**src/rtl/cpu.sv**
```systemverilog
// Single-cycle 16-bit accumulator processor: fetch, decode and execute in one clock.
// Program ROM and data RAM are external, both read combinationally.
module cpu (
    input  logic        clk,
    input  logic        reset,
    output logic [10:0] addr_program,
    input  logic [15:0] data,
    output logic        rd,
    output logic        wr,
    output logic [10:0] addr_data,
    input  logic [15:0] in_data,
    output logic [15:0] out_data,
    output logic [15:0] acc
);

    typedef enum logic [4:0] {
        OP_HLT  = 5'b00000,
        OP_STO  = 5'b00001,
        OP_LD   = 5'b00010,
        OP_LDI  = 5'b00011,
        OP_ADD  = 5'b00100,
        OP_ADDI = 5'b00101,
        OP_SUB  = 5'b00110,
        OP_SUBI = 5'b00111
    } opcode_t;

    function automatic logic [15:0] sext11(input logic [10:0] value);
        sext11 = {{5{value[10]}}, value};
    endfunction

    logic [10:0] r_pc;
    logic [15:0] r_acc;

    logic [4:0]  w_opcode;
    logic [10:0] w_operand;
    logic [15:0] w_imm;
    logic [10:0] w_pc_next;
    logic [15:0] w_acc_next;
    logic        w_rd;
    logic        w_wr;

    assign w_opcode  = data[15:11];
    assign w_operand = data[10:0];
    assign w_imm     = sext11(w_operand);

    // Decode the current instruction into next-state values and memory strobes.
    always_comb begin
        w_pc_next  = r_pc + 11'd1;
        w_acc_next = r_acc;
        w_rd       = 1'b0;
        w_wr       = 1'b0;
        case (w_opcode)
            OP_HLT:  w_pc_next  = r_pc;
            OP_STO:  w_wr       = 1'b1;
            OP_LD: begin
                w_rd       = 1'b1;
                w_acc_next = in_data;
            end
            OP_LDI:  w_acc_next = w_imm;
            OP_ADD: begin
                w_rd       = 1'b1;
                w_acc_next = r_acc + in_data;
            end
            OP_ADDI: w_acc_next = r_acc + w_imm;
            OP_SUB: begin
                w_rd       = 1'b1;
                w_acc_next = r_acc - in_data;
            end
            OP_SUBI: w_acc_next = r_acc - w_imm;
            default: w_acc_next = r_acc;
        endcase
    end

    // PC and accumulator; reset overrides whatever instruction is on the bus.
    always_ff @(posedge clk) begin
        if (!reset) begin
            r_pc  <= 11'd0;
            r_acc <= 16'd0;
        end else begin
            r_pc  <= w_pc_next;
            r_acc <= w_acc_next;
        end
    end

    // Strobes are suppressed while reset is held so memory is never touched.
    assign rd           = w_rd & reset;
    assign wr           = w_wr & reset;
    assign addr_program = r_pc;
    assign addr_data    = w_operand;
    assign out_data     = r_acc;
    assign acc          = r_acc;

endmodule

```
**config.mk**
```make
export PLATFORM = sky130hd
export DESIGN_NAME = cpu
export DESIGN_NICKNAME = d
export VERILOG_FILES = /design/src/rtl/cpu.sv
export SDC_FILE = /design/constraint.sdc
export NUM_CORES = 1
export LEC_CHECK = 0
export ABC_CLOCK_PERIOD_IN_PS = 12050
export BUFFER_PORTS_ARGS = -buffer_cell sky130_fd_sc_hd__buf_2
export CORE_UTILIZATION = 50
export CTS_CLUSTER_SIZE = 20
export DETAILED_ROUTE_END_ITERATION = 8
export HOLD_SLACK_MARGIN = 0.1
export PLACE_DENSITY = 0.78
export SYNTH_ARGS = -nofsm -noshare
export SYNTH_HDL_FRONTEND = slang
export SYNTH_SLANG_ARGS = --single-unit
```
**constraint.sdc**
```tcl
create_clock -name clk -period 12.05 [get_ports clk]
set_input_delay 2.41 -clock clk [delete_from_list [all_inputs] [get_ports clk]]
set_output_delay 2.41 -clock clk [all_outputs]
set_load 0.03 [all_outputs]
```
=== Word-level counts from Yosys, hierarchy flattened ===
Index checks and enable logic that the tools add are counted.

* Divide/modulo/power cells: 0
* Reduce and logical (&&, ||, !) cells: 3
* Mux-type cells: 3
* Multiply operators: 0
* Shifts and indexed selects: 0
* $lt $le $gt $ge: 0
* Add/subtract/negate cells: 5
* Bitwise logic cells: 2
* Equality and inequality tests: 7

{| class="wikitable"
|+ Operators by type and width
! operator !! count
|-
| case mux 16 bit (6 select lines) || 1
|-
| adder 16 bit || 2
|-
| subtractor 16 bit || 2
|-
| equality test 5 x 3 -> 1 bit, second input constant || 4
|-
| adder 11 x 1 -> 11 bit, second input constant || 1
|-
| equality test 5 x 2 -> 1 bit, second input constant || 2
|-
| nonzero test 6 bit || 1
|-
| equality test 5 x 1 -> 1 bit, second input constant || 1
|-
| logical NOT 5 bit || 1
|-
| OR reduction 3 bit || 1
|-
| AND 1 bit || 2
|-
| two-way mux 1 bit || 2
|}

* Output and inout port bits: 56
* Latch bits: 0
* ROM bits: 0
* Flip-flop bits (word level): 27
* Input bits: 34
* Bits in writable memories: 0
* Memories: 0

=== Logic depth before layout (Yosys ltp) ===
* Depth after elaboration: 4
* Depth in mapped cells: 17

=== Worst setup path after synthesis ===
Ideal clock, no wire load.

* Path kind: input to output
* Start: in data[12]
* End: out rd
* Arrival time: 3.937 ns
* Slack: 5.703 ns
* Stages on the path: 4
* Cells stage by stage: clkbuf_1 -> clkbuf_1 -> o21ai_1 -> nor3b_1

* Longest elaborated chain between the ends: 4

{| class="wikitable"
|+ RTL lines
! element !! RTL line !! RTL
|-
| start, declared || 7 || <nowiki>input logic [15:0] data,</nowiki>
|-
| equality test 5 x 3 -> 1 bit / equality test 5 x 2 -> 1 bit (equally long branches) || 52 || <nowiki>case (w_opcode)</nowiki>
|-
| OR reduction 3 bit (no line) * || - ||
|-
| two-way mux 1 bit * || 52 ||
|-
| AND 1 bit * || 86 || <nowiki>assign rd = w_rd & reset;</nowiki>
|-
| end, declared || 8 || <nowiki>output logic rd,</nowiki>
|}

Every way passes the cells marked *; elsewhere a longest branch is shown, timed or not.

=== Final worst setup path ===
Same ends and word-level chain as after synthesis.

==> results.toml <==
[drt]
routed_wirelength_um = 8080
wl_per_cell_um = 15.1
drc = 0
antenna_left = 0
drtIter0Drc = 149
vias = 3180
vias_per_cell = 5.94
first_pass_iters = 5

[layout]
mostFrequentLayoutCell = "buf_2"
drive_gt1_share_pct = 22.8
final_net_count = 515
final_area_um2 = 3430
n_antenna_cell = 0
fill_cells = 591
layout_common_cells = "buf_2 (89), nand2_1 (41), o21ai_0 (39)"
multiInputGateArea_um2 = 2240
instances_no_fill = 535
syn2layout_area_growth_pct = 9.95
seqCellArea_um2 = 541
fin_util_pct = 57.6

[synth]
synthAdderAreaFrac_pct = 8.27
synth_area_um2 = 3120
postSynthAreaPerCell_um2 = 7.55
synthesis.nets = 467
yosysWarnings = 0
yosys.area_share.simple_pct = 22.1
synth_edf_count = 0
synth.largest_area_cell = "dfxtp_1"
async_reset_ff_share_pct = 0
syn_inst = 413
synth_compound_area_share_pct = 30.6
synthMuxAreaShare_pct = 3.25
synthDistinctLibCells = 64
synthTopCellsByArea = "dfxtp_1 (17%), ha_1 (7.6%), buf_4 (6.5%)"
ys_seq_area_share_pct = 17.3
synth_top_area_share_pct = 17.3
ys.flop_type = "dfxtp_1"
synth_xor_xnor_area_share_pct = 7.74
synth_top_family_by_area = "compound AO/OA/AOI/OAI gates"
ys_ff_latch = 27

[sta]
worst_slack_ns = 6.06
rsz0062_at_grt = "no"
finalSetupViolCount = 0
timing.final.crit_share_pct = 49.7
drv_slew = 0
hold_violations = 0
setup_tns_ns = 0
worst_slew_pin_slew_ns = 0.913
fmax_ghz = 0.167
slew_headroom_pct = 38.9
period_needed_ns = 5.99
whs_ns = 0.504
skew_ns = 0.00400

[place]
dp_hpwl_um = 6220
numPortBuffers = 89
gp_congestion = 0.924
place_ws_ns = 6.10
postPlaceCellArea_um2 = 3380
dp.cells = 531

[clock_network]
post_cts_buffers = 0
cts_tree = "done"
path_clk_slew_ns = 0.10
clockBufferDepth = 2
numCtsBuffers = 3
post_cts_resized = 0
cts.sinks = 27
hold_buffers = 0
clock_tree.root_cell = "clkbuf_8"
cts_max_level = 1
clock_latency_ns = 0.27

[flow_run]
drv_cap = 0

[power]
power.total_uw = 285
irDropWorstVdd_uv = 59.5
p_per_area_nw_per_um2 = 83.1
total_leakage_power_nw = 1.56

[hold_path]
hold_class = "reg2reg"

[worst_setup_path]
critPathKind = "in2out"
arrival_ns = 3.58
critical_path_peak_fanout = 29
worst_setup_path_end_kind = "primary output"
required_ns = 9.64
start_kind = "primary input"

[status]
outcome = "finished, final reports clean"

[floorplan]
core_um2 = 5960
die_width_um = 81.0
die_h_um = 81.0
start_util_pct = 52.4
ios = 90
dieArea_um2 = 6560
rows = 28

[grt]
grt_pass1_vias = 2693
overflow = 0
antenna_found_initial = 0
grt_usage_pct = 24.9
grt_max_degree = 33
grt_pass1_wl_um = 12800
-- state kept, by name (all words and copies together), names as in the netlist --
register / flops
acc: 16
addr_program: 11
-- metal layers --
layer | routed length (um) | global-route usage, % | part of all wire, %
met4 | 158 | 7.32 | 2.0
met1 | 3630 | 31.7 | 45
met3 | 382 | 2.47 | 4.7
met2 | 3910 | 44.0 | 48
met5 | 0 | 0 | 0
-- cell usage after synthesis, types with 4 or more instances --
cell,instances
nand2_1,41
o21ai_0,39
a21oi_1,27
buf_4,27
dfxtp_1,27
ha_1,19
nor2_1,18
clkbuf_1,17
xnor2_1,17
inv_1,13
a22oi_1,11
o22ai_1,11
and2_1,10
a221oi_1,9
mux2i_1,9
nand2b_1,8
nor3_1,8
or3_1,8
xor2_1,8
and3_1,7
a21boi_0,4
nand3_1,4
nor3b_1,4
o21a_1,4
o21bai_1,4
-- power by group --
group | total [mW] | leakage [nW] | internal [mW] | switching (mW)
registers | 0.100 | 0.221 | 0.0945 | 0.00563
logic | 0.131 | 1.32 | 0.0487 | 0.0825
clock network | 0.0536 | 0.0217 | 0.0235 | 0.0301
-- cell families after synthesis --
logic type | count (synthesis)
compound gates | 143
xor+xnor | 26
fa+ha+maj | 20
buf+inv | 60
flops | 27
mux | 10
simple gates | 127
-- layout make-up --
type                       instances  area share, %
clock buffer                       3           1.20
clock inverter                     1          0.219
inverter                          13           1.42
multi-input combinational        326           65.4
sequential                        27           15.8
tap                               75           2.74
timing repair buffer              90           13.2
-- worst max-delay path: stages --
cell     delay [ns]
buf_2          0.40
o21ai_1        0.30
nor3b_1        0.24
buf_2          0.22
-- worst paths after layout --
check	slack, ns	cells past startpoint	startpoint	to
setup reg to reg	9.51	11	acc[0]	acc[12]
setup / recovery	6.06	4	data[12]	rd
hold reg to reg	0.50	2	addr_program[5]	addr_program[5]
hold / removal	0.50	2	addr_program[5]	addr_program[5]
No activity file was read; power rests on OpenSTA's default activity.
